## config.mk

```make
export PLATFORM = sky130hd
export DESIGN_NAME = car_pedal_conditioner
export DESIGN_NICKNAME = d
export VERILOG_FILES = /design/src/rtl/car_pedal_conditioner.sv
export SDC_FILE = /design/constraint.sdc
export NUM_CORES = 1
export LEC_CHECK = 0
export BUFFER_PORTS_ARGS = -buffer_cell sky130_fd_sc_hd__buf_2
export CORE_UTILIZATION = 52
export DETAILED_ROUTE_END_ITERATION = 8
export HOLD_SLACK_MARGIN = 0.1
export PLACE_DENSITY = 0.74
export SETUP_SLACK_MARGIN = 0.4
export SYNTH_ARGS = -nofsm -noshare
export SYNTH_HDL_FRONTEND = slang
export SYNTH_SLANG_ARGS = --single-unit
```

## constraint.sdc

```tcl
create_clock -name clock -period 1.35 [get_ports clock]
set_clock_uncertainty 0.15 [all_clocks]
set_input_delay 0.27 -clock clock [delete_from_list [all_inputs] [get_ports clock]]
set_output_delay 0.27 -clock clock [all_outputs]
set_load 0.01 [all_outputs]
```

## src/rtl/car_pedal_conditioner.sv

```systemverilog
// car_pedal_conditioner: debounces key, brake and accelerator switches and applies
// start-up interlocks before driving car_speed_cntl.
// Optional feature macro: CAR_PEDAL_SYNC_EN. When defined, each raw input passes a
// 2-flop synchronizer ahead of its debounce filter, which adds 2 edges of latency.
module car_pedal_conditioner #(
  parameter int DEBOUNCE_CYCLES = 4,
  parameter int CNT_W           = 3
) (
  input  logic clock,
  input  logic reset_n,
  input  logic keys_raw,
  input  logic brake_raw,
  input  logic accel_raw,
  output logic keys,
  output logic brake,
  output logic accelerate,
  output logic conflict,
  output logic armed_wait
);

  localparam int NUM_CH = 3;
  localparam int CH_K   = 0;
  localparam int CH_B   = 1;
  localparam int CH_A   = 2;

  typedef enum logic [1:0] {
    ST_OFF = 2'd0,
    ST_ARM = 2'd1,
    ST_RUN = 2'd2
  } state_t;

  logic [NUM_CH-1:0] raw_w;
  logic [NUM_CH-1:0] samp_w;
  logic [NUM_CH-1:0] db_w;

  assign raw_w = {accel_raw, brake_raw, keys_raw};

`ifdef CAR_PEDAL_SYNC_EN
  logic [NUM_CH-1:0] sync1_q;
  logic [NUM_CH-1:0] sync2_q;

  // Two-flop synchronizer per channel; filters sample the second stage.
  always_ff @(posedge clock) begin
    if (!reset_n) begin
      sync1_q <= '0;
      sync2_q <= '0;
    end else begin
      sync1_q <= raw_w;
      sync2_q <= sync1_q;
    end
  end

  assign samp_w = sync2_q;
`else
  assign samp_w = raw_w;
`endif

  // One independent debounce filter per channel.
  genvar gi;
  generate
    for (gi = 0; gi < NUM_CH; gi++) begin : g_ch
      logic             stable_q;
      logic             stable_d;
      logic [CNT_W-1:0] cnt_q;
      logic [CNT_W-1:0] cnt_d;

      // Count consecutive differing samples; accept the new level on the Nth one.
      always_comb begin
        stable_d = stable_q;
        cnt_d    = cnt_q;
        if (samp_w[gi] == stable_q) begin
          cnt_d = '0;
        end else if (cnt_q == CNT_W'(DEBOUNCE_CYCLES - 1)) begin
          stable_d = samp_w[gi];
          cnt_d    = '0;
        end else begin
          cnt_d = cnt_q + CNT_W'(1);
        end
      end

      // Filter state register; reset discards any partial count.
      always_ff @(posedge clock) begin
        if (!reset_n) begin
          stable_q <= 1'b0;
          cnt_q    <= '0;
        end else begin
          stable_q <= stable_d;
          cnt_q    <= cnt_d;
        end
      end

      assign db_w[gi] = stable_q;
    end
  endgenerate

  logic k_db;
  logic b_db;
  logic a_db;

  assign k_db = db_w[CH_K];
  assign b_db = db_w[CH_B];
  assign a_db = db_w[CH_A];

  state_t state_q;
  state_t state_d;

  logic keys_q,  keys_d;
  logic brake_q, brake_d;
  logic accel_q, accel_d;
  logic confl_q, confl_d;
  logic armed_q, armed_d;

  // Next-state and output decode. Outputs are derived from the next state so that
  // key removal drops accelerate on the same edge that keys falls.
  always_comb begin
    state_d = state_q;
    case (state_q)
      ST_OFF: begin
        if (k_db && a_db) state_d = ST_ARM;
        else if (k_db)    state_d = ST_RUN;
      end
      ST_ARM: begin
        if (!k_db)      state_d = ST_OFF;
        else if (!a_db) state_d = ST_RUN;
      end
      ST_RUN: begin
        if (!k_db) state_d = ST_OFF;
      end
      default: state_d = ST_OFF;
    endcase

    keys_d  = k_db;
    brake_d = b_db;
    accel_d = a_db & ~b_db & (state_d == ST_RUN);
    confl_d = a_db & b_db;
    armed_d = (state_d == ST_ARM);
  end

  // Interlock state and registered outputs.
  always_ff @(posedge clock) begin
    if (!reset_n) begin
      state_q <= ST_OFF;
      keys_q  <= 1'b0;
      brake_q <= 1'b0;
      accel_q <= 1'b0;
      confl_q <= 1'b0;
      armed_q <= 1'b0;
    end else begin
      state_q <= state_d;
      keys_q  <= keys_d;
      brake_q <= brake_d;
      accel_q <= accel_d;
      confl_q <= confl_d;
      armed_q <= armed_d;
    end
  end

  assign keys       = keys_q;
  assign brake      = brake_q;
  assign accelerate = accel_q;
  assign conflict   = confl_q;
  assign armed_wait = armed_q;

endmodule

```

* Word level (Yosys, flattened, before mapping)
Cells that the tools add are included.
W data, S select, Z words.
** Storage, ports and cells
- Output and inout port bits :: 5
- Register bits :: 19
- Bits of input ports :: 5
- Logic and storage cells :: 47
** Cells by class
- $add $sub $neg :: 3
- Equal/unequal tests :: 10
- Reduce and logical (&&, ||, !) cells :: 8
- Bitwise operators :: 8
- Muxes and demuxes :: 6
** Operators by type and width (count)
- $mux W2 :: 5
- $add A3 B1 Y3 const B :: 3
- $eq A3 B2 Y1 const B :: 3
- $reduce_or A3 Y1 :: 3
- $pmux W2 S3 :: 1
- $reduce_and A2 Y1 :: 3
- $not A1 Y1 :: 5
- $eq A2 B1 Y1 const B :: 2
- $eq A2 B2 Y1 const B :: 2
- $and A1 B1 Y1 :: 3
- $eq A1 B1 Y1 :: 3
- $logic_not A2 Y1 :: 1
- $logic_and A1 B1 Y1 :: 1

* Logic depth before layout (Yosys ltp)
- Depth after elaboration :: 5
- Gate-level depth with buffers :: 4
- Mapped depth without buffers :: 4

* Worst setup path before layout
OpenSTA, ideal clock, no wires.
- Path kind :: register to register
- From :: reg g_ch[0].cnt_q[0]
- To :: reg g_ch[0].cnt_q[2]
- Path slack :: 0.122 ns
- Library setup time :: 0.096 ns
- Arrival :: 0.982 ns
- Buffers on the path :: 0
- Period minus slack after synthesis :: 1.228 ns
- Required time :: 1.104 ns
- Stages on the path, launching flop included :: 4
- Path through :: dfxtp_1 ha_1 ha_1 nor4b_1
** On the way
- Cells in the longest elaborated chain, start to end :: 2
- Elaborated cells on any way between the ends :: 3
- Classes of those cells :: add/sub (1); eq/ne (1); reduce/logical (1)
** Ends and longest elaborated chain
- from (decl) :: RTL line 64 : logic [CNT_W-1:0] cnt_q;
- from (signal assigned) :: RTL line 88 : cnt_q <= cnt_d;
- branches (longest 2 deep; another with $add A3 B1 Y3)
Several ways; the timed one is not identified.
A chain may end at the register's enable or synchronous reset.

* Worst setup path after layout
- From :: reg g_ch[2].cnt_q[0]
- To :: reg g_ch[2].cnt_q[0]
** On the way
- Cells in the longest elaborated chain, start to end :: 2
- Elaborated cells on any way between the ends :: 3
- Classes of those cells :: add/sub (1); eq/ne (1); reduce/logical (1)
** Ends and longest elaborated chain (RTL line)
- from (decl) :: 64
- from (signal assigned) :: 88
- branches (longest 2 deep; another with $add A3 B1 Y3)
Several ways; the timed one is not identified.

==> results by stage <==
Route:
- The DRC violations left is 0.
- The routed design has 1.138 mm of wire.
- The violation count after the first detailed-route iteration is 9.
- The detail route stage leaves a number of antenna-violating nets equal to 0.
- The first TritonRoute pass finished after 4 iterations.
- The via count is 466.
- In the routed layout, each cell is associated on average with a via count of 5.356.
- After detailed routing, the average wire length per cell comes to 13.08 um.

Clock tree:
- The clock net in this run drives a total of 19 sinks.
- The cell sitting at the root of the clock tree is a clkbuf_4.
- The clock transition at the registers of the reported paths is 0.11 ns.
- TritonCTS created 3 clock buffers.
- The largest buffer count on any clock path is 2.
- The later-pin clock latency in the skew report is 0.30 ns.
- Hold repair after CTS inserted 0 buffers.
- The TritonCTS clock tree is built.
- The H-tree depth is 1.

Synthesis:
- The cell count after synthesis is 56.
- After synthesis, the largest family of logic cells by area is simple AND/OR/NAND/NOR gates.
- Of the total synthesized cell area, the portion taken by XOR and XNOR cells is 3.784%.
- Of the total synthesized cell area, the portion taken by full adders, half adders and majority gates is 10.81%.
- A synthesized cell averages 12.40 um2.
- The netlist uses 13 different library cells.
- The post-synthesis compound-gate area fraction is 0%.
- The sequential area share after synthesis is 54.77%.
- After synthesis, the share of cell area in mux cells is 5.766%.
- The number of nets in the synthesized netlist is 67.
- The post-synthesis register bit count is 19.
- The mapped netlist covers 694.4 um2.
- Summing the areas of all and, or, nand and nor instances in the mapped netlist gives 22.52% of the synthesized area.
- The count of warnings emitted by yosys is 0.

Critical path:
- Data on the critical path arrives at its endpoint at 1.25 ns.
- The critical path is of the reg -> reg type.
- In this run the critical register-to-register path is launched from g_ch[2].cnt_q[0].
- Traced cell by cell, the critical path runs through ha_4, ha_4, nor4b_4.
- The critical path contains buffers and inverters numbering 0 combined.
- The cell occurring most often along the worst timing path is ha_4.
- The worst setup path endpoint is g_ch[2].cnt_q[0].
- The end of the worst register-to-register path is g_ch[2].cnt_q[0].
- STA puts the critical path data required time at 1.41 ns.
- The most critical setup path has its startpoint at g_ch[2].cnt_q[0].
- The highest net fanout along the worst path is 4.
- The setup slack of the most critical reg-to-reg path is 0.16 ns.
- The kind of cell with the highest combined delay along the critical path is flip-flops.
- The nature of the critical path endpoint is a register.
- The number of cells on the critical path is 3.
- The worst register-to-register path has a depth of 3.
- The worst-path cell with the longest stage delay is dfxtp_2.
- The delay contributed by the slowest stage of the critical path is 0.35 ns.
- STA classifies the critical path startpoint as a register.

Cells and area:
- The area growth from synthesis to layout is 44.86%.
- Fill cells in the final layout number 54.
- The area of combinational cells with multiple inputs is 465.4 um2.
- The flip-flop and latch area is 395.4 um2.
- After the last flow step, the layout net total stands at 85.
- 0 antenna diodes ended up in the layout.
- The library cells used most frequently in the layout, excluding fill and tap cells, are dfxtp_2 (9), dfxtp_1 (9), buf_2 (8).
- The share of layout cells above drive strength 1 is 65.75%.

Place:
- The placer's final routability congestion estimate is 0.6330.
- The placed wire-length estimate is 705.4 um.
- Buffers placed on the I/O ports in this run total 9.

Power:
- Power spread over the standard cell area amounts to 938.9 mW/mm2.
- The leakage power figure is 0.3762 nW.
- IR analysis of the VDD net gives a maximum drop of 729.2 uV.
- Summing internal, switching and leakage power gives 0.9444 mW.

Floorplanning:
- The die boundary height is 38.55 um.
- The floorplan step defined a die boundary enclosing 0.001486 mm2.
- The die width is 38.55 um.
- The area of the core is 0.001171 mm2.
- For this configuration, the core starts out at a cell density of 59.29%.
- The number of primary I/O pins is 10.
- The initialized floorplan defines 12 standard-cell rows.

STA:
- Headroom to the max-slew limit came out at 81.86%.
- The setup-violating endpoint count in the final report is 0.
- The slew at the pin with the worst max-slew slack is 0.2707 ns.
- The timing-limited maximum frequency is 843.3 MHz.
- The final period utilization is 87.83%.
- The count of final hold-check violations is 0.
- The clock period minus final worst setup slack is 1.186 ns.
- Setup repair after global routing could not meet its margin everywhere.
- The max-slew violation count was 0.
- The setup total negative slack is 0 ns.

GRT:
- The via count of the first global-routing pass came to 432.
- The largest net degree at the start of global routing is 17.
- The global-route usage over all layers is 18.98%.
- The first global-routing pass estimated 1.821 mm of wire.
- The aggregate global routing overflow is 0.
- The number of antenna violations at the first check in global routing was 0.

Flow run:
- The number of violations of the max-capacitance limit is 0.

Status:
- The run finished with clean final reports.

Min path:
- The tightest min-delay check is of the in -> reg type.
## state kept, by name (all words and copies together) (netlist names)
name           count
b_db               1
a_db               1
brake              1
accelerate         1
g_ch.stable_q      1
state_q            2
g_ch.cnt_q         9
conflict           1
keys               1
armed_wait         1
## per-stage QoR
stage / hold WS [ns] / area, um2 / instances / worst slack, ns / util, %
2_1_floorplan: 0.2508 / 795.8 / 56 / 0.2397 / -
3_3_place_gp: 0.2705 / 860.8 / 79 / 0.1700 / 73.50
3_5_place_dp: 0.2668 / 860.8 / 79 / 0.1472 / 73.50
4_1_cts: 0.1024 / 953.4 / 85 / 0.1798 / 81.41
5_1_grt: 0.1433 / 1006 / 87 / 0.1301 / 85.90
6_report: 0.1031 / 1006 / 87 / 0.1642 / 85.90
## layer usage
layer | vias up | share of wire, % | GRT usage [%]
met2 | 14 | 47 | 29.58
met1 | 216 | 45 | 23.36
met3 | 4 | 4.5 | 3.488
li1 | 232 | - | -
met5 | - | 0 | 0
met4 | 0 | 3.3 | 12.93
## where the power goes
part           total, mW  leakage (nW)  internal [mW]  switching, mW
clock network      0.289        0.0177          0.110          0.179
registers          0.581         0.159          0.571        0.00973
logic             0.0746         0.200         0.0441         0.0305
## cells by family (layout without fill, tap and decap cells)
group | Yosys count | after routing
mux | 4 | 4
flops | 19 | 19
simple gates | 20 | 20
buf+inv | 4 | 21
xor+xnor | 3 | 3
fa+ha+maj | 6 | 6
## what timing repair did
item | in CTS | in global routing
setup endpoints to repair | 18 | 19
gates resized for setup | 10 | 6
pin swaps | 3 | 3
buffers inserted | 2 | 2
## final cells by class
class	instances	area share, %
repair buffers	14	8.831
flip-flops and latches	19	39.30
clock buffers	3	2.239
clock inverters	1	0.4975
well taps	14	1.741
inverters	3	1.119
multi-input cells	33	46.27
## synth_stat cells
master	count	area share [%]
nand3_1	1	0.72
inv_1	3	1.6
nor2b_1	3	2.7
xnor2_1	3	3.8
clkbuf_2	1	0.72
ha_1	6	11
dfxtp_1	19	55
nor2_1	2	1.1
mux2i_1	4	5.8
nor4b_1	7	8.8
and2_1	3	2.7
and4bb_2	3	5.4
and3_2	1	1.1
## worst min path at each step
stage	startpoint	end	slack (ns)	cells after the start
detailed placement	state_q[0]	accelerate	0.27	1
global route	keys_raw	g_ch[0].stable_q	0.14	3
finish	keys_raw	g_ch[0].stable_q	0.10	3
global placement	g_ch[1].cnt_q[0]	g_ch[1].cnt_q[0]	0.27	1
CTS	keys_raw	g_ch[0].stable_q	0.10	3
floorplan	state_q[0]	accelerate	0.25	1
## worst register-to-register path: cells and delay by family (launching register included)
kind                       cells  cell delay (ns)
and+or+nand+nor                1             0.26
adders and majority gates      2             0.34
DFF                            1             0.35
No activity file was read; power rests on OpenSTA's default activity.
